==> src/rtl/hex_display_pkg.sv <==
// rtl/hex_display_pkg.sv - shared constants for the hex counter display
package hex_display_pkg;

  typedef logic [3:0] digit_t;

  localparam logic [6:0] SEG_BLANK = 7'h7F;

  // Active-low glyphs, bit 6 = g ... bit 0 = a: 0-9, A, b, C, d, E, F
  localparam logic [6:0] SEG_GLYPH [16] = '{
    7'h40, 7'h79, 7'h24, 7'h30, 7'h19, 7'h12, 7'h02, 7'h78,
    7'h00, 7'h10, 7'h08, 7'h03, 7'h46, 7'h21, 7'h06, 7'h0E
  };

  localparam int KEY_RUN  = 0;
  localparam int KEY_LOAD = 1;
  localparam int KEY_DIR  = 2;

endpackage

==> src/rtl/key_debounce.sv <==
// rtl/key_debounce.sv - synchronise and debounce one active-low pushbutton
module key_debounce #(
  parameter int DEBOUNCE_CYCLES = 500000
) (
  input  logic CLOCK_50,
  input  logic Reset,
  input  logic key_n,
  output logic press
);

  localparam int CW = $clog2(DEBOUNCE_CYCLES + 1);

  logic          sync1;
  logic          sync2;
  logic          state;
  logic [CW-1:0] cnt;

  // state only follows sync2 after DEBOUNCE_CYCLES consecutive differing samples
  always_ff @(posedge CLOCK_50) begin
    if (Reset) begin
      sync1 <= 1'b1;
      sync2 <= 1'b1;
      state <= 1'b1;
      cnt   <= '0;
      press <= 1'b0;
    end else begin
      sync1 <= key_n;
      sync2 <= sync1;
      press <= 1'b0;
      if (sync2 == state) begin
        cnt <= '0;
      end else if (cnt == CW'(DEBOUNCE_CYCLES - 1)) begin
        cnt   <= '0;
        state <= sync2;
        press <= ~sync2;
      end else begin
        cnt <= cnt + 1'b1;
      end
    end
  end

endmodule

==> src/rtl/hex_counter_display.sv <==
// rtl/hex_counter_display.sv - N-digit hex/BCD up/down counter on active-low 7-seg displays
import hex_display_pkg::*;

module hex_counter_display #(
  parameter int NUM_DIGITS      = 6,
  parameter int TICK_DIV        = 50000000,
  parameter int DEBOUNCE_CYCLES = 500000,
  parameter int BLANK_LZ        = 1
) (
  input  logic                    CLOCK_50,
  input  logic                    Reset,
  input  logic [2:0]              KEY,
  input  logic [3:0]              SW,
  input  logic                    mode_dec,
  output logic [7*NUM_DIGITS-1:0] hex_seg,
  output logic                    running,
  output logic                    dir_down,
  output logic                    wrap
);

  localparam int PW = (TICK_DIV > 1) ? $clog2(TICK_DIV) : 1;

  logic [2:0]                    press;
  logic [PW-1:0]                 prescaler;
  logic                          tick;
  logic                          mode_q;
  logic                          mode_clear;
  digit_t [NUM_DIGITS-1:0]       digits;
  digit_t [NUM_DIGITS-1:0]       digits_step;
  digit_t [NUM_DIGITS-1:0]       digits_next;
  digit_t                        max_digit;
  digit_t                        load_nib;
  logic                          step_carry;
  logic                          wrap_next;
  logic                          nz_above;
  logic [7*NUM_DIGITS-1:0]       seg_next;

  genvar k;
  generate
    for (k = 0; k < 3; k++) begin : g_key
      key_debounce #(
        .DEBOUNCE_CYCLES(DEBOUNCE_CYCLES)
      ) u_key (
        .CLOCK_50(CLOCK_50),
        .Reset   (Reset),
        .key_n   (KEY[k]),
        .press   (press[k])
      );
    end
  endgenerate

  assign tick       = (prescaler == PW'(TICK_DIV - 1)) && running;
  assign mode_clear = mode_dec && !mode_q;
  assign max_digit  = mode_dec ? 4'd9 : 4'd15;
  assign load_nib   = (mode_dec && (SW > 4'd9)) ? 4'd9 : SW;

  // Ripple one step through the digits; a carry out of the top digit is a wrap
  always_comb begin
    digits_step = digits;
    step_carry  = 1'b1;
    for (int i = 0; i < NUM_DIGITS; i++) begin
      if (step_carry) begin
        if (!dir_down) begin
          if (digits[i] >= max_digit) begin
            digits_step[i] = 4'd0;
          end else begin
            digits_step[i] = digits[i] + 4'd1;
            step_carry     = 1'b0;
          end
        end else begin
          if (digits[i] == 4'd0) begin
            digits_step[i] = max_digit;
          end else begin
            digits_step[i] = digits[i] - 4'd1;
            step_carry     = 1'b0;
          end
        end
      end
    end
  end

  always_comb begin
    digits_next = digits;
    wrap_next   = 1'b0;
    if (mode_clear) begin
      for (int i = 0; i < NUM_DIGITS; i++) begin
        if (digits[i] > 4'd9) digits_next[i] = 4'd0;
      end
    end else if (press[KEY_LOAD]) begin
      for (int i = NUM_DIGITS - 1; i > 0; i--) begin
        digits_next[i] = digits[i-1];
      end
      digits_next[0] = load_nib;
    end else if (tick) begin
      digits_next = digits_step;
      wrap_next   = step_carry;
    end
  end

  // Scan from the top digit so blanking knows whether anything above is non-zero
  always_comb begin
    seg_next = '0;
    nz_above = 1'b0;
    for (int i = NUM_DIGITS - 1; i >= 0; i--) begin
      nz_above = nz_above | (digits[i] != 4'd0);
      if ((BLANK_LZ != 0) && (i > 0) && !nz_above) begin
        seg_next[7*i +: 7] = SEG_BLANK;
      end else begin
        seg_next[7*i +: 7] = SEG_GLYPH[digits[i]];
      end
    end
  end

  always_ff @(posedge CLOCK_50) begin
    if (Reset) begin
      prescaler <= '0;
      mode_q    <= 1'b0;
      digits    <= '0;
      running   <= 1'b0;
      dir_down  <= 1'b0;
      wrap      <= 1'b0;
      for (int i = 0; i < NUM_DIGITS; i++) begin
        hex_seg[7*i +: 7] <= ((i == 0) || (BLANK_LZ == 0)) ? SEG_GLYPH[0] : SEG_BLANK;
      end
    end else begin
      prescaler <= (prescaler == PW'(TICK_DIV - 1)) ? '0 : prescaler + 1'b1;
      mode_q    <= mode_dec;
      digits    <= digits_next;
      wrap      <= wrap_next;
      running   <= running ^ press[KEY_RUN];
      dir_down  <= dir_down ^ press[KEY_DIR];
      hex_seg   <= seg_next;
    end
  end

endmodule

==> config.mk <==
export PLATFORM = sky130hd
export DESIGN_NAME = hex_counter_display
export DESIGN_NICKNAME = d
export VERILOG_FILES = /design/src/rtl/hex_display_pkg.sv /design/src/rtl/key_debounce.sv /design/src/rtl/hex_counter_display.sv
export SDC_FILE = /design/constraint.sdc
export NUM_CORES = 1
export LEC_CHECK = 0
export BUFFER_PORTS_ARGS = -buffer_cell sky130_fd_sc_hd__buf_2
export CAP_MARGIN = 20
export CORE_UTILIZATION = 55
export CTS_BUF_LIST = sky130_fd_sc_hd__clkbuf_16
export CTS_CLUSTER_DIAMETER = 30
export DETAILED_ROUTE_END_ITERATION = 12
export GPL_ROUTABILITY_DRIVEN = 0
export GPL_TIMING_DRIVEN = 0
export HOLD_SLACK_MARGIN = 0.03
export PLACE_DENSITY = 0.87
export SLEW_MARGIN = 25
export SYNTH_ARGS = -nofsm -noshare
export SYNTH_HDL_FRONTEND = slang
export SYNTH_SLANG_ARGS = --single-unit
==> constraint.sdc <==
create_clock -name CLOCK_50 -period 2.81 [get_ports CLOCK_50]
set_input_delay 0.843 -clock CLOCK_50 [delete_from_list [all_inputs] [get_ports CLOCK_50]]
set_output_delay 0.843 -clock CLOCK_50 [all_outputs]
set_load 0.05 [all_outputs]
; ---- Yosys cells after proc, flatten, opt, wreduce, memory -nomap -nowiden
; Memories as Yosys holds them, arrays and structs flattened. A register that Yosys moved wholly into a read port is not among the register bits.
; Index checks and enable logic that the tools add are counted.
[op_classes]
n_eq_ne = 13
n_bitwise = 28
n_addsub = 16
n_mux = 56
n_lt_le_gt_ge = 13
reduce_logical = 43
[ops]
columns = op, n
row1 = $mux W4, 30
row2 = $mux W24, 3
row3 = $add A19 B1 Y19 const B, 3
row4 = $eq A19 B19 Y1 const B, 3
row5 = $not A4 Y5, 6
row6 = $gt A4 B4 Y1 const B, 7
row7 = $add A26 B1 Y26 const B, 1
row8 = $eq A26 B26 Y1 const B, 1
row9 = $add A4 B1 Y4 const B, 6
row10 = $ge A4 B4 Y1, 6
row11 = $logic_not A4 Y1, 6
row12 = $sub A4 B1 Y4 const B, 6
row13 = $mux W1, 22
row14 = $reduce_bool A4 Y1, 5
row15 = $reduce_bool A3 Y1, 6
row16 = $reduce_or A3 Y1, 6
row17 = $not A1 Y1, 16
row18 = $reduce_and A3 Y1, 5
row19 = $ne A2 B1 Y1 const B, 6
row20 = $reduce_or A2 Y1, 6
row21 = $reduce_and A2 Y1, 4
row22 = $reduce_or A5 Y1, 1
row23 = $or A1 B1 Y1, 4
row24 = $eq A1 B1 Y1, 3
row25 = other kinds (4), 7
[word_totals]
rom_bits = 672
n_memories = 6
out_inout_bits = 45
register_bits = 123
elab_cells = 201
[memory_table]
columns = name, depth, word_bits, read_ports, rd_clocked_by_memory_dff, write_ports, line
row1 = (name not given), 16, 7, 1, 1, 0, hex_counter_display.sv:109  ; seg_next[7*i +: 7] = SEG_GLYPH[digits[i]];
row2 = (name not given), 16, 7, 1, 1, 0, hex_counter_display.sv:109
row3 = (name not given), 16, 7, 1, 1, 0, hex_counter_display.sv:109
row4 = (name not given), 16, 7, 1, 1, 0, hex_counter_display.sv:109
row5 = (name not given), 16, 7, 1, 1, 0, hex_counter_display.sv:109
row6 = (name not given), 16, 7, 1, 1, 0, hex_counter_display.sv:109

; ---- Longest topological paths before layout
; Gate-level depths: netlist (run 1).
[logic_depth]
ltp_word = 12
ltp_mapped = 9

; ---- Hierarchy
; A second synthesis (run 1) with hierarchy kept.
[hier_totals]
hier_cells = 1089
hier_area_um2 = 9286.4
[by_module_without_submodules]
columns = mod, area_per_inst_um2, cells_each, instances, seq_area_each_um2
row1 = hex_counter_display, 6218.5, 751, 1, 1921.8
row2 = key_debounce (g_key[0].u_key ...), 1016.0, 111, 2, 460.4
row3 = key_debounce (g_key[2].u_key), 1036.0, 116, 1, 460.4

; ---- Worst setup path after synthesis (run 1)
; No wires, ideal clock.
[synth_path]
kind = input to register
from = input mode_dec
to = register digits[23] (netlist bit)
path_stages = 7
t_required_ps = 2689
arrival_ps = 2594
path_buffers = 0
path_slack_ps = 95
setup_time_ps = 121
path_cell_list = ha_1 -> a211oi_1 -> or3_1 -> o32ai_4 -> nand3_2 -> a21oi_2 -> mux2_2
[synth_between]
elab_chain_cells = 10
word_cells_on_any_way = 32
cone_classes = order compare (6) / eq/ne (1) / mux (21) / reduce/logical (4)
[synth_rtl]
columns = item, line
row1 = start: declaration, hex_counter_display.sv:14  ; input logic mode_dec,
row2 = $mux W3, hex_counter_display.sv:54  ; assign max_digit = mode_dec ? 4'd9 : 4'd15;
row3 = $ge A4 B4 Y1, hex_counter_display.sv:64  ; if (digits[i] >= max_digit) begin
row4 = $mux W1, hex_counter_display.sv:64
row5 = $mux W1, hex_counter_display.sv:63  ; if (!dir_down) begin
row6 = $mux W1 (4 in series), hex_counter_display.sv:62  ; if (step_carry) begin
row7 = $reduce_bool A3 Y1 (no source line), -
row8 = $reduce_and A3 Y1 (no source line), -
row9 = end signal: assignment, hex_counter_display.sv:128  ; digits <= digits_next;
row10 = end: declaration, hex_counter_display.sv:28  ; digit_t [NUM_DIGITS-1:0] digits;
; Parallel ways exist; a longest one is shown, timed or not. The select of a mux whose other input is x is not followed.
; A chain may end at the register's enable or synchronous reset.

; ---- Worst setup path in the final report (run 1)
; Ends and elaborated chain as after synthesis.

==> results_tabular.tex, run 1 <==
\begin{tabular}{lr}
\hline
Metric & Value \\
\hline
\multicolumn{2}{l}{\textbf{Status}} \\
Outcome & finished clean \\
\multicolumn{2}{l}{\textbf{Synth}} \\
Per-instance average area after synthesis & 8.43 µm² \\
Cell Area, Synth & 8970 µm² \\
Post-synth EDFFs & 0 \\
Primary flip-flop cell chosen by synthesis mapping & sky130\_fd\_sc\_hd\_\_dfxtp\_1 \\
Number of instances in the synthesized netlist & 1064 \\
Sequential area share after synthesis & a little under two fifths \\
Synth async-reset ratio & 0\% \\
Number of warnings issued by yosys & 0 \\
Distinct cell type count after synthesis & 77 \\
Flops \& latches, synth & 165 \\
Number of nets in the synthesized netlist & between 1k and 1.5k \\
\multicolumn{2}{l}{\textbf{Power and ir drop}} \\
Worst vdd ir & around 0.00043 V \\
P\_leak & 0.00369 µW \\
Power after layout & approximately 5300 µW \\
PwrDens & 521 nW/µm² \\
\multicolumn{2}{l}{\textbf{Layout}} \\
Diodes inserted & 0 \\
Share of post-route cells with drive strength above 1 & between 10\% and 20\% \\
Highest-count cells in the layout ignoring fill and taps & sky130\_fd\_sc\_hd\_\_dfxtp\_1, sky130\_fd\_sc\_hd\_\_nor2\_1, sky130\_fd\_sc\_hd\_\_nand2\_1 \\
Most common cell after layout, fill and taps aside & sky130\_fd\_sc\_hd\_\_dfxtp\_1 \\
Area delta synth->final & 13.8\% \\
Number of nets at the end of the flow & 1202 \\
Filler cells & 1277 \\
\multicolumn{2}{l}{\textbf{CTS}} \\
Clock slew at the register clock pins of the worst setup and hold paths & 0.07 ns \\
Latest clock arrival within the worst-skew pair & 0.44 ns \\
Clock tree from TritonCTS & done \\
Clock root buffer & sky130\_fd\_sc\_hd\_\_clkbuf\_16 \\
Maximum level of the CTS H-tree & 4 \\
Count of hold-fix buffers inserted at cts & 0 \\
Longest Clk Path Bufs & 2 \\
Number of clock sinks seen by CTS & 165 \\
Clock buffer count from CTS & 17 \\
\multicolumn{2}{l}{\textbf{Worst setup path}} \\
Required time worst endpoint & 3.13 ns \\
Data arrival time of the critical path & 3.05 ns \\
Largest stage delay, worst path & 0.42 ns \\
End of the worst register-to-register path & digits[23] \\
FF-to-FF setup slack & $\sim$0.11 ns \\
Worst r2r src & digits[1] \\
CP cell instances & clkbuf\_4 -> ha\_1 -> a211oi\_2 -> or3\_1 -> o32ai\_4 -> nand3\_2 -> a21oi\_2 -> mux2\_2 \\
Worst-path fanout max & 13 \\
Kind of start point of the critical path & input port \\
Critical path type & in -> reg \\
Worst Setup End Kind & flop \\
Critical-path top delay cell & sky130\_fd\_sc\_hd\_\_or3\_1 \\
Reg2reg path depth & 9 \\
\multicolumn{2}{l}{\textbf{Place}} \\
Number of port buffers & 54 \\
Estimated wirelength of the detail-placed design & 14900 µm \\
\multicolumn{2}{l}{\textbf{Worst hold path}} \\
HP Start & g\_key[2].u\_key.sync1 \\
Path type of the worst min-delay path & reg -> reg \\
Hold endpoint & g\_key[2].u\_key.sync2 \\
Number of stages on the worst hold path & 1 \\
\multicolumn{2}{l}{\textbf{Global route}} \\
Global-route wire length before repair & 35600 µm \\
Antenna violations before repair & 0 \\
Total routing resource utilization after global routing & 26.6\% \\
Number of global-route vias before repair & 7571 \\
Pin count of the biggest net entering global routing & 17 \\
Total overflow reported by the global router & 0 \\
\multicolumn{2}{l}{\textbf{STA}} \\
Hold Fails Final Rpt & 0 \\
Final cycle utilization of the critical path & between 90\% and 100\% \\
Maximum operating frequency & 365 MHz \\
Final Critical Period & 2.74 ns \\
Worst-case clock skew & 0.0158 ns \\
Setup repair after global routing missed its margin & yes \\
Slew at the pin closest to its max-slew limit & approximately 0.83 ns \\
Remaining max-slew budget at the tightest pin & a little over two fifths \\
Max-slew violation count & 0 \\
Total setup violations reported at the end of the flow & 0 \\
Final-layout worst hold slack & 0.415 ns \\
\multicolumn{2}{l}{\textbf{Floorplanning}} \\
Die area & 16800 µm² \\
Vertical extent of the die & 130 µm \\
Site Rows & 46 \\
Initial core utilization & 56.5\% \\
I/O pin count & between 50 and 60 \\
Overall die width & 130 µm \\
Area inside the core boundary & $\sim$16000 µm² \\
\multicolumn{2}{l}{\textbf{Route}} \\
Router iterations before antenna repair & 9 \\
Antenna-violating nets left & 0 \\
Final routed wire length divided by cell count & 16.2 µm \\
Vias per inst & 6.00 \\
DRC violation count after routing & 0 \\
Iter 0 DRT Violations & 746 \\
Vias & between 8k and 9k \\
Aggregate routed wire length & 22100 µm \\
\multicolumn{2}{l}{\textbf{Flow run}} \\
Max-cap violations & 0 \\
\hline
\end{tabular}
[worst max-delay path, delay by kind of cell]
family	cells	cell delay, ns
AO/OA/AOI/OAI	3	0.68
AND/OR/NAND/NOR	2	0.61
multiplexers	1	0.36
adder cells (fa/ha/maj)	1	0.34
buffers and inverters	1	0.21
[how the worst max path moves through the flow]
stage / start / end / cells after the start
floorplan: mode_dec / digits[23] / 7
global placement: mode_dec / digits[19] / 8
detailed placement: mode_dec / digits[19] / 8
CTS: digits[16] / hex_seg[11] / 8
global route: digits[20] / hex_seg[11] / 8
finish: mode_dec / digits[23] / 8
[kinds of logic (layout without fill, tap and decap cells)]
kind of cell | Yosys count | count (layout) | synth area share [%]
AND/OR/NAND/NOR | 429 | 429 | 23.5
AO/OA/AOI/OAI | 218 | 218 | 16.9
flip-flops | 165 | 165 | 36.8
buffers and inverters | 89 | 175 | 3.84
XOR/XNOR | 83 | 83 | 8.10
adder cells (fa/ha/maj) | 52 | 52 | 7.25
multiplexers | 28 | 28 | 3.58
[through the flow]
stage | utilization [%] | setup TNS, ns | area [µm²] | std cells | worst slack [ns]
3_5_place_dp | 59.9 | -11.48 | 9510 | 1334 | -0.691
5_1_grt | 64.3 | -0.0122 | 10200 | 1366 | -0.0122
4_1_cts | 63.7 | 0 | 10100 | 1363 | 0.0422
3_3_place_gp | 59.9 | -10.41 | 9510 | 1334 | -0.667
6_report | 64.3 | 0 | 10200 | 1366 | 0.0731
2_1_floorplan | - | 0 | 8970 | 1064 | 0.0952
[per-layer routing]
layer | track usage, % | vias up | part of all wire [%]
met5 | 0 | - | 0
met4 | 13.6 | 0 | 3.7
met3 | 6.07 | 89 | 7.5
met2 | 43.3 | 387 | 46
met1 | 33.0 | 3792 | 42
li1 | - | 3922 | -
[Yosys cell counts (20+ instances only)]
| library cell | instances | area share, % |
|---|---|---|
| sky130_fd_sc_hd__o21ai_0 | 50 | 2.8 |
| sky130_fd_sc_hd__ha_1 | 52 | 7.3 |
| sky130_fd_sc_hd__nor2_1 | 151 | 6.3 |
| sky130_fd_sc_hd__o211ai_1 | 20 | 1.7 |
| sky130_fd_sc_hd__xor2_1 | 43 | 4.2 |
| sky130_fd_sc_hd__nand2_1 | 88 | 3.7 |
| sky130_fd_sc_hd__mux2i_1 | 22 | 2.5 |
| sky130_fd_sc_hd__inv_1 | 34 | 1.4 |
| sky130_fd_sc_hd__clkbuf_1 | 33 | 1.4 |
| sky130_fd_sc_hd__xnor2_1 | 40 | 3.9 |
| sky130_fd_sc_hd__dfxtp_1 | 165 | 37 |
| sky130_fd_sc_hd__nand3_1 | 43 | 2.4 |
| sky130_fd_sc_hd__a21oi_1 | 38 | 2.1 |
[state kept, by name, summed over array words and instances (netlist names), 3 cells and up]
signal,count
g_key.u_key.press,3
prescaler,26
digits,24
g_key.u_key.state,3
g_key.u_key.sync2,3
hex_seg,42
g_key.u_key.cnt,57
g_key.u_key.sync1,3
[cell type report]
cell class                      count  area (µm²)  area share, %
Clock inverter                     12         158           1.54
Clock buffer                       17         425           4.17
Tap cell                          216         270           2.65
Sequential cell                   165        3300           32.3
Inverter                           38         143           1.40
Buffer                             51         205           2.01
Multi-Input combinational cell    810        5410           53.0
Timing Repair Buffer               57         295           2.89
[repair_timing]
| item | CTS | global route |
|---|---|---|
| setup endpoints to repair | 23 | 16 |
| buffers inserted | 0 | 3 |
| pin swaps | 0 | 0 |
| resized for setup | 7 | 15 |
[where the power goes]
| part | switching, µW | internal [µW] | leakage, µW | total, µW |
|---|---|---|---|---|
| logic | 391 | 159 | 0.00208 | 550 |
| registers | 31.5 | 2400 | 0.00134 | 2430 |
| clock network | 955 | 1380 | 0.000271 | 2340 |
| total | 1380 | 3950 | 0.00369 | 5320 |
Power figures use the tool's default switching activity.
==> run 2: changes to the inputs <==
- CORE_MARGIN: not set -> 3
- REMOVE_ABC_BUFFERS: not set -> 1
==> results_tabular.tex, run 2 (same netlist as run 1, synthesis figures left out) <==
\begin{tabular}{lr}
\hline
Metric & Value \\
\hline
\multicolumn{2}{l}{\textbf{CTS}} \\
Latest clock arrival within the worst-skew pair & 0.44 ns (about the same) \\
Clock buffer count from CTS & 17 (unchanged) \\
Count of hold-fix buffers inserted at cts & 0 (unchanged) \\
Buffers inserted by post-CTS timing repair & 0 (unchanged) \\
Number of gates resized after CTS & 12 (+5) \\
Number of clock sinks seen by CTS & 165 (unchanged) \\
Clock tree from TritonCTS & done \\
Maximum level of the CTS H-tree & 4 (unchanged) \\
Clock slew at the register clock pins of the worst setup and hold paths & 0.07 ns (about the same) \\
Longest Clk Path Bufs & 2 (unchanged) \\
Clock root buffer & sky130\_fd\_sc\_hd\_\_clkbuf\_16 \\
\multicolumn{2}{l}{\textbf{Worst setup path}} \\
Worst-path fanout max & 22 (+9) \\
Reg2reg path depth & 7 (-2) \\
Kind of start point of the critical path & input port \\
Required time worst endpoint & 3.08 ns (-0.05 ns) \\
Critical path type & in -> reg \\
Worst Setup End Kind & flop \\
Data arrival time of the critical path & 3.06 ns (about the same) \\
\multicolumn{2}{l}{\textbf{Floorplanning}} \\
I/O pin count & 55 (unchanged) \\
Site Rows & 46 (unchanged) \\
Vertical extent of the die & 134 µm (+3.1\%) \\
Initial core utilization & 56.3\% (-0.20 points) \\
Overall die width & 134 µm (+3.1\%) \\
Die area & 17900 µm² (+6.3\%) \\
Area inside the core boundary & 15900 µm² (+0.36\%) \\
\multicolumn{2}{l}{\textbf{Route}} \\
DRC violation count after routing & 0 (unchanged) \\
Router iterations before antenna repair & 5 (-4) \\
Antenna-violating nets left & 0 (unchanged) \\
Final routed wire length divided by cell count & 15.1 µm (-6.6\%) \\
Iter 0 DRT Violations & 676 (-9.4\%) \\
Vias per inst & 5.92 (-1.2\%) \\
Vias & 7786 (-4.9\%) \\
Aggregate routed wire length & 19900 µm (-10\%) \\
\multicolumn{2}{l}{\textbf{Status}} \\
Outcome & finished clean \\
\multicolumn{2}{l}{\textbf{Layout}} \\
Filler cells & 1309 (+2.5\%) \\
Final Instance Count excl. Fillers & 1315 (-3.7\%) \\
Most common cell after layout, fill and taps aside & sky130\_fd\_sc\_hd\_\_dfxtp\_1 \\
Most flops, register & g\_key.u\_key.cnt \\
Number of nets at the end of the flow & 1148 (-4.5\%) \\
Final instance area & 9980 µm² (-2.3\%) \\
Final core utilization & 62.6\% (-1.7 points) \\
Largest registers ranked by flip-flop count & g\_key.u\_key.cnt (57), hex\_seg (42), prescaler (26) \\
Diodes inserted & 0 (unchanged) \\
Area delta synth->final & 11.2\% \\
Flip-flop count of the largest register after layout & 57 (unchanged) \\
Highest-count cells in the layout ignoring fill and taps & sky130\_fd\_sc\_hd\_\_dfxtp\_1, sky130\_fd\_sc\_hd\_\_nor2\_1, sky130\_fd\_sc\_hd\_\_nand2\_1 \\
Share of post-route cells with drive strength above 1 & 12.6\% (+0.82 points) \\
\multicolumn{2}{l}{\textbf{Flow run}} \\
Max-cap violations & 0 (unchanged) \\
\multicolumn{2}{l}{\textbf{Global route}} \\
Global-route wire length before repair & 33800 µm (-5.0\%) \\
Pin count of the biggest net entering global routing & 50 (+33) \\
Antenna violations before repair & 0 (unchanged) \\
Number of global-route vias before repair & 7154 (-5.5\%) \\
Total overflow reported by the global router & 0 (unchanged) \\
Total routing resource utilization after global routing & 22.4\% (-4.2 points) \\
\multicolumn{2}{l}{\textbf{STA}} \\
Final Critical Period & 2.79 ns (+0.0502 ns) \\
Setup repair after global routing missed its margin & yes \\
Slew at the pin closest to its max-slew limit & 0.966 ns (+0.132 ns) \\
Worst-case clock skew & 0.0129 ns (-0.00291 ns) \\
Maximum operating frequency & 359 MHz (-1.8\%) \\
Max-slew violation count & 0 (unchanged) \\
Hold Fails Final Rpt & 0 (unchanged) \\
Remaining max-slew budget at the tightest pin & 35.6\% (-8.4 points) \\
Final-layout worst hold slack & 0.409 ns (-0.00640 ns) \\
Total setup violations reported at the end of the flow & 0 (unchanged) \\
Final cycle utilization of the critical path & 99.2\% (+1.8 points) \\
\multicolumn{2}{l}{\textbf{Power and ir drop}} \\
Register share of total power & 46.7\% (+1.0 points) \\
P\_leak & 0.00360 µW (-2.4\%) \\
Power after layout & 5220 µW (-1.9\%) \\
Fraction of power spent switching nets & 27.4\% (+1.6 points) \\
PwrDens & 523 nW/µm² (+0.40\%) \\
Combinational Power Share & 10.0\% (-0.3 points) \\
Net switching power & 1430 µW (+4.0\%) \\
Internal & 3790 µW (-4.0\%) \\
Worst vdd ir & 0.000420 V (-2.8\%) \\
Clock group share of total power & 43.4\% (-0.5 points) \\
\multicolumn{2}{l}{\textbf{Place}} \\
Post-Place Cells & 1283 (-3.8\%) \\
Estimated wirelength of the detail-placed design & 13200 µm (-11\%) \\
Instance area at placement & 9310 µm² (-2.1\%) \\
Number of port buffers & 54 (unchanged) \\
\multicolumn{2}{l}{\textbf{Worst hold path}} \\
Path type of the worst min-delay path & reg -> reg \\
Number of stages on the worst hold path & 1 (unchanged) \\
\hline
\end{tabular}
[run 2: cell types whose count changed in the layout (fill, tap and decap cells not counted), moves of 2 or more]
| cell | delta |
|---|---|
| sky130_fd_sc_hd__clkbuf_1 | -30 |
| sky130_fd_sc_hd__nor2_2 | -2 |
| sky130_fd_sc_hd__buf_1 | -12 |
| sky130_fd_sc_hd__clkinv_2 | +4 |
| sky130_fd_sc_hd__clkinv_4 | +3 |
| sky130_fd_sc_hd__inv_6 | +5 |
| sky130_fd_sc_hd__bufinv_16 | -2 |
| sky130_fd_sc_hd__dfxtp_1 | -11 |
| sky130_fd_sc_hd__clkbuf_2 | -3 |
| sky130_fd_sc_hd__buf_2 | -5 |
| sky130_fd_sc_hd__clkinvlp_4 | -4 |
| sky130_fd_sc_hd__dfxtp_2 | +10 |
| sky130_fd_sc_hd__clkinv_1 | -2 |
| sky130_fd_sc_hd__buf_4 | -3 |
[run 2: layout make-up]
class / instances / area, µm² / share of cell area, %
tap: 216 / 270 / 2.71
clock inverter: 15 / 144 / 1.44
sequential: 165 / 3320 / 33.3
inverter: 38 / 145 / 1.45
timing repair buffer: 54 / 273 / 2.73
multi-input combinational: 810 / 5400 / 54.1
clock buffer: 17 / 425 / 4.26
[run 2: path summary, 6_finish.rpt]
check | from | to | slack (ns)
worst max register to register | digits[5] | wrap | 0.11
worst min-delay path | g_key[1].u_key.sync1 | g_key[1].u_key.sync2 | 0.41
worst max-delay path | mode_dec | wrap | 0.02
worst min register to register | g_key[1].u_key.sync1 | g_key[1].u_key.sync2 | 0.41
[run 2: power groups by stage]
stage,combinational (µW),sequential [µW],clock (µW)
floorplan,206,2660,0
global placement,500,2490,0
finish,520,2440,2260
detailed placement,509,2490,0
CTS,515,2440,2290
global route,561,2440,2390
[run 2: worst max-delay path, stage by stage]
cell and delay, ns:
sky130_fd_sc_hd__buf_4 0.21, sky130_fd_sc_hd__ha_1 0.31, sky130_fd_sc_hd__a211oi_1 0.12, sky130_fd_sc_hd__or3_1 0.46
sky130_fd_sc_hd__o32ai_4 0.32, sky130_fd_sc_hd__nand3_2 0.20, sky130_fd_sc_hd__a2111oi_1 0.58
[run 2: through the flow]
stage                     TNS (ns)  worst slack [ns]
after global routing        -0.165           -0.0939
after CTS                        0            0.0508
after global placement      -27.82            -0.713
final                            0            0.0229
after floorplan                  0            0.0832
after detailed placement    -28.27            -0.765
[run 2: metal layers]
metal	routed length [µm]	part of all wire, %	GRT usage, %	vias to the layer above
met5	0	0	0	-
li1	-	-	-	3816
met1	8670	44	29.0	3645
met3	1310	6.6	5.55	45
met4	517	2.6	7.71	0
met2	9370	47	36.6	280
==> run 3: changes to the inputs <==
- GPL_ROUTABILITY_DRIVEN: 0 -> 1
- GPL_TIMING_DRIVEN: 0 -> not set
- clock period: 2.81 -> 2.4 ns (I/O delays scaled with it)
==> results_tabular.tex, run 3 (same netlist as run 1, synthesis figures left out) <==
\begin{tabular}{lr}
\hline
Metric & Value \\
\hline
\multicolumn{2}{l}{\textbf{Power and ir drop}} \\
Internal & 4580 µW (+21\%) \\
PwrDens & 585 nW/µm² (+12\%) \\
Fraction of power spent switching nets & 26.7\% (-0.76 points) \\
Register share of total power & 45.5\% (-1.2 points) \\
Net switching power & 1670 µW (+16\%) \\
Worst vdd ir & 0.000502 V (+20\%) \\
Clock group share of total power & 43.2\% (-0.2 points) \\
P\_leak & 0.00404 µW (+12\%) \\
Combinational Power Share & 11.3\% (+1.3 points) \\
\multicolumn{2}{l}{\textbf{Worst setup path}} \\
Worst Setup End Kind & flop \\
Critical path type & in -> reg \\
Largest stage delay, worst path & 0.40 ns (-0.18 ns) \\
Required time worst endpoint & 2.72 ns (-0.36 ns) \\
Kind of start point of the critical path & input port \\
Data arrival time of the critical path & 2.68 ns (-0.38 ns) \\
CP cell instances & buf\_12 -> ha\_4 -> o21ai\_1 -> or3\_4 -> o32ai\_4 -> nand3\_2 -> a21oi\_2 -> mux2\_4 \\
Worst-path fanout max & 14 (-36\%) \\
Critical-path top delay cell & sky130\_fd\_sc\_hd\_\_or3\_4 \\
\multicolumn{2}{l}{\textbf{Floorplanning}} \\
Die area & 17900 µm² (unchanged) \\
I/O pin count & 55 (unchanged) \\
Overall die width & 134 µm (unchanged) \\
Initial core utilization & 56.3\% (unchanged) \\
Site Rows & 46 (unchanged) \\
Area inside the core boundary & 15900 µm² (unchanged) \\
Vertical extent of the die & 134 µm (unchanged) \\
\multicolumn{2}{l}{\textbf{Layout}} \\
Highest-count cells in the layout ignoring fill and taps & sky130\_fd\_sc\_hd\_\_dfxtp\_1, sky130\_fd\_sc\_hd\_\_nor2\_1, sky130\_fd\_sc\_hd\_\_buf\_4 \\
Most common cell after layout, fill and taps aside & sky130\_fd\_sc\_hd\_\_dfxtp\_1 \\
Largest registers ranked by flip-flop count & g\_key.u\_key.cnt (57), hex\_seg (42), prescaler (26) \\
Diodes inserted & 0 (unchanged) \\
Most flops, register & g\_key.u\_key.cnt \\
Flip-flop count of the largest register after layout & 57 (unchanged) \\
Share of post-route cells with drive strength above 1 & 18.6\% (+6.0 points) \\
Area delta synth->final & 19.2\% \\
Number of nets at the end of the flow & 1241 (+8.1\%) \\
\multicolumn{2}{l}{\textbf{Flow run}} \\
Max-cap violations & 0 (unchanged) \\
\multicolumn{2}{l}{\textbf{STA}} \\
Final cycle utilization of the critical path & 98.5\% \\
Maximum operating frequency & roughly 420 MHz \\
Final TNS setup & 0 ns (unchanged) \\
Final Critical Period & between 2 and 2.5 ns \\
Max-slew violation count & 0 (unchanged) \\
Slew at the pin closest to its max-slew limit & 0.608 ns (-0.359 ns) \\
Total setup violations reported at the end of the flow & 0 (unchanged) \\
Worst-case clock skew & 0.0134 ns (+0.000469 ns) \\
Remaining max-slew budget at the tightest pin & 59.5\% (+24 points) \\
Worst Setup Slack, final & 0.0368 ns (+0.0139 ns) \\
Hold Fails Final Rpt & 0 (unchanged) \\
\multicolumn{2}{l}{\textbf{Global route}} \\
Antenna violations before repair & 0 (unchanged) \\
Total routing resource utilization after global routing & 24.7\% (+2.3 points) \\
Global routing usage on met1 & 30.6\% (+1.7 points) \\
Number of global-route vias before repair & 7800 (+9.0\%) \\
Gr busiest metal & met2 \\
GR met3 Demand/Resource & 5.32\% (-0.23 points) \\
Global-route wire length before repair & 36900 µm (+9.1\%) \\
Pin count of the biggest net entering global routing & 33 (-34\%) \\
Total overflow reported by the global router & 0 (unchanged) \\
Routing usage on met2 & 42.4\% (+5.8 points) \\
\multicolumn{2}{l}{\textbf{CTS}} \\
Latest clock arrival within the worst-skew pair & 0.43 ns (about the same) \\
Number of clock sinks seen by CTS & 165 (unchanged) \\
Clock tree from TritonCTS & done \\
Maximum level of the CTS H-tree & 4 (unchanged) \\
Clock slew at the register clock pins of the worst setup and hold paths & 0.06 ns (about the same) \\
Clock buffer count from CTS & 17 (unchanged) \\
Clock root buffer & sky130\_fd\_sc\_hd\_\_clkbuf\_16 \\
Longest Clk Path Bufs & 2 (unchanged) \\
\multicolumn{2}{l}{\textbf{Route}} \\
Iter 0 DRT Violations & 838 (+24\%) \\
Vias & 8290 (+6.5\%) \\
Router iterations before antenna repair & 6 (+1) \\
Antenna-violating nets left & 0 (unchanged) \\
DRC violation count after routing & 0 (unchanged) \\
Vias per inst & 5.89 (-0.56\%) \\
Aggregate routed wire length & 22200 µm (+12\%) \\
Final routed wire length divided by cell count & 15.7 µm (+4.2\%) \\
\multicolumn{2}{l}{\textbf{Place}} \\
Global placement routability congestion & approximately 0.93 \\
Number of port buffers & 54 (unchanged) \\
Estimated wirelength of the detail-placed design & 15200 µm (+14\%) \\
Pre-CTS setup slack & -0.481 ns (+0.284 ns) \\
\multicolumn{2}{l}{\textbf{Status}} \\
Outcome & finished clean \\
\multicolumn{2}{l}{\textbf{Worst hold path}} \\
Path type of the worst min-delay path & reg -> reg \\
\hline
\end{tabular}
-- run 3: path summary, 6_finish.rpt --
| kind | startpoint | endpoint | slack (ns) | cells after the start |
|---|---|---|---|---|
| worst max-delay path | mode_dec | digits[23] | 0.04 | 8 |
| worst min-delay path | g_key[2].u_key.sync1 | g_key[2].u_key.sync2 | 0.41 | 1 |
| worst max register to register | prescaler[24] | digits[23] | 0.10 | 6 |
| worst min register to register | g_key[2].u_key.sync1 | g_key[2].u_key.sync2 | 0.41 | 1 |
-- run 3: cell type report --
class	count	area (µm²)
clock inverters	15	154
flip-flops and latches	165	3300
fillers	1227	5250
multi-input cells	810	5400
clock buffers	17	425
repair buffers	147	991
inverters	38	143
well taps	216	270
-- run 3: metrics by stage --
stage | util (%) | hold WS, ns | total power (µW) | area (µm²) | instances
5_1_grt | 67.1 | 0.426 | 6450 | 10700 | 1408
3_3_place_gp | 62.7 | 0.391 | 3570 | 9990 | 1374
4_1_cts | 66.4 | 0.414 | 6260 | 10600 | 1406
6_report | 67.1 | 0.411 | 6250 | 10700 | 1408
2_1_floorplan | - | 0.389 | 3350 | 8770 | 1013
3_5_place_dp | 62.7 | 0.399 | 3590 | 9990 | 1374
-- run 3: worst max-delay path, delay by kind of cell --
kind,cells,cell delay (ns)
AO/OA/AOI/OAI,3,0.67
adder cells (fa/ha/maj),1,0.26
buffers and inverters,1,0.13
multiplexers,1,0.31
AND/OR/NAND/NOR,2,0.58
-- run 3: routing by layer --
layer  vias up  share of wire, %
li1       4006                 -
met4         0               2.8
met5         -                 0
met3        75               6.9
met1      3865                42
met2       344                48
-- run 3: repair_timing --
action,4_1_cts,5_1_grt
setup buffers,0,2
resized for setup,3,22
pin swaps,0,10
endpoints found under the setup margin,7,38
hold buffers,0,0
cloned,0,0
-- run 3: power by group through the flow --
| stage | sequential (µW) | clock [µW] | combinational (µW) |
|---|---|---|---|
| detailed placement | 2900 | 0 | 683 |
| CTS | 2840 | 2730 | 688 |
| floorplan | 3110 | 0 | 241 |
| finish | 2840 | 2700 | 707 |
| global placement | 2900 | 0 | 668 |
| global route | 2850 | 2850 | 752 |
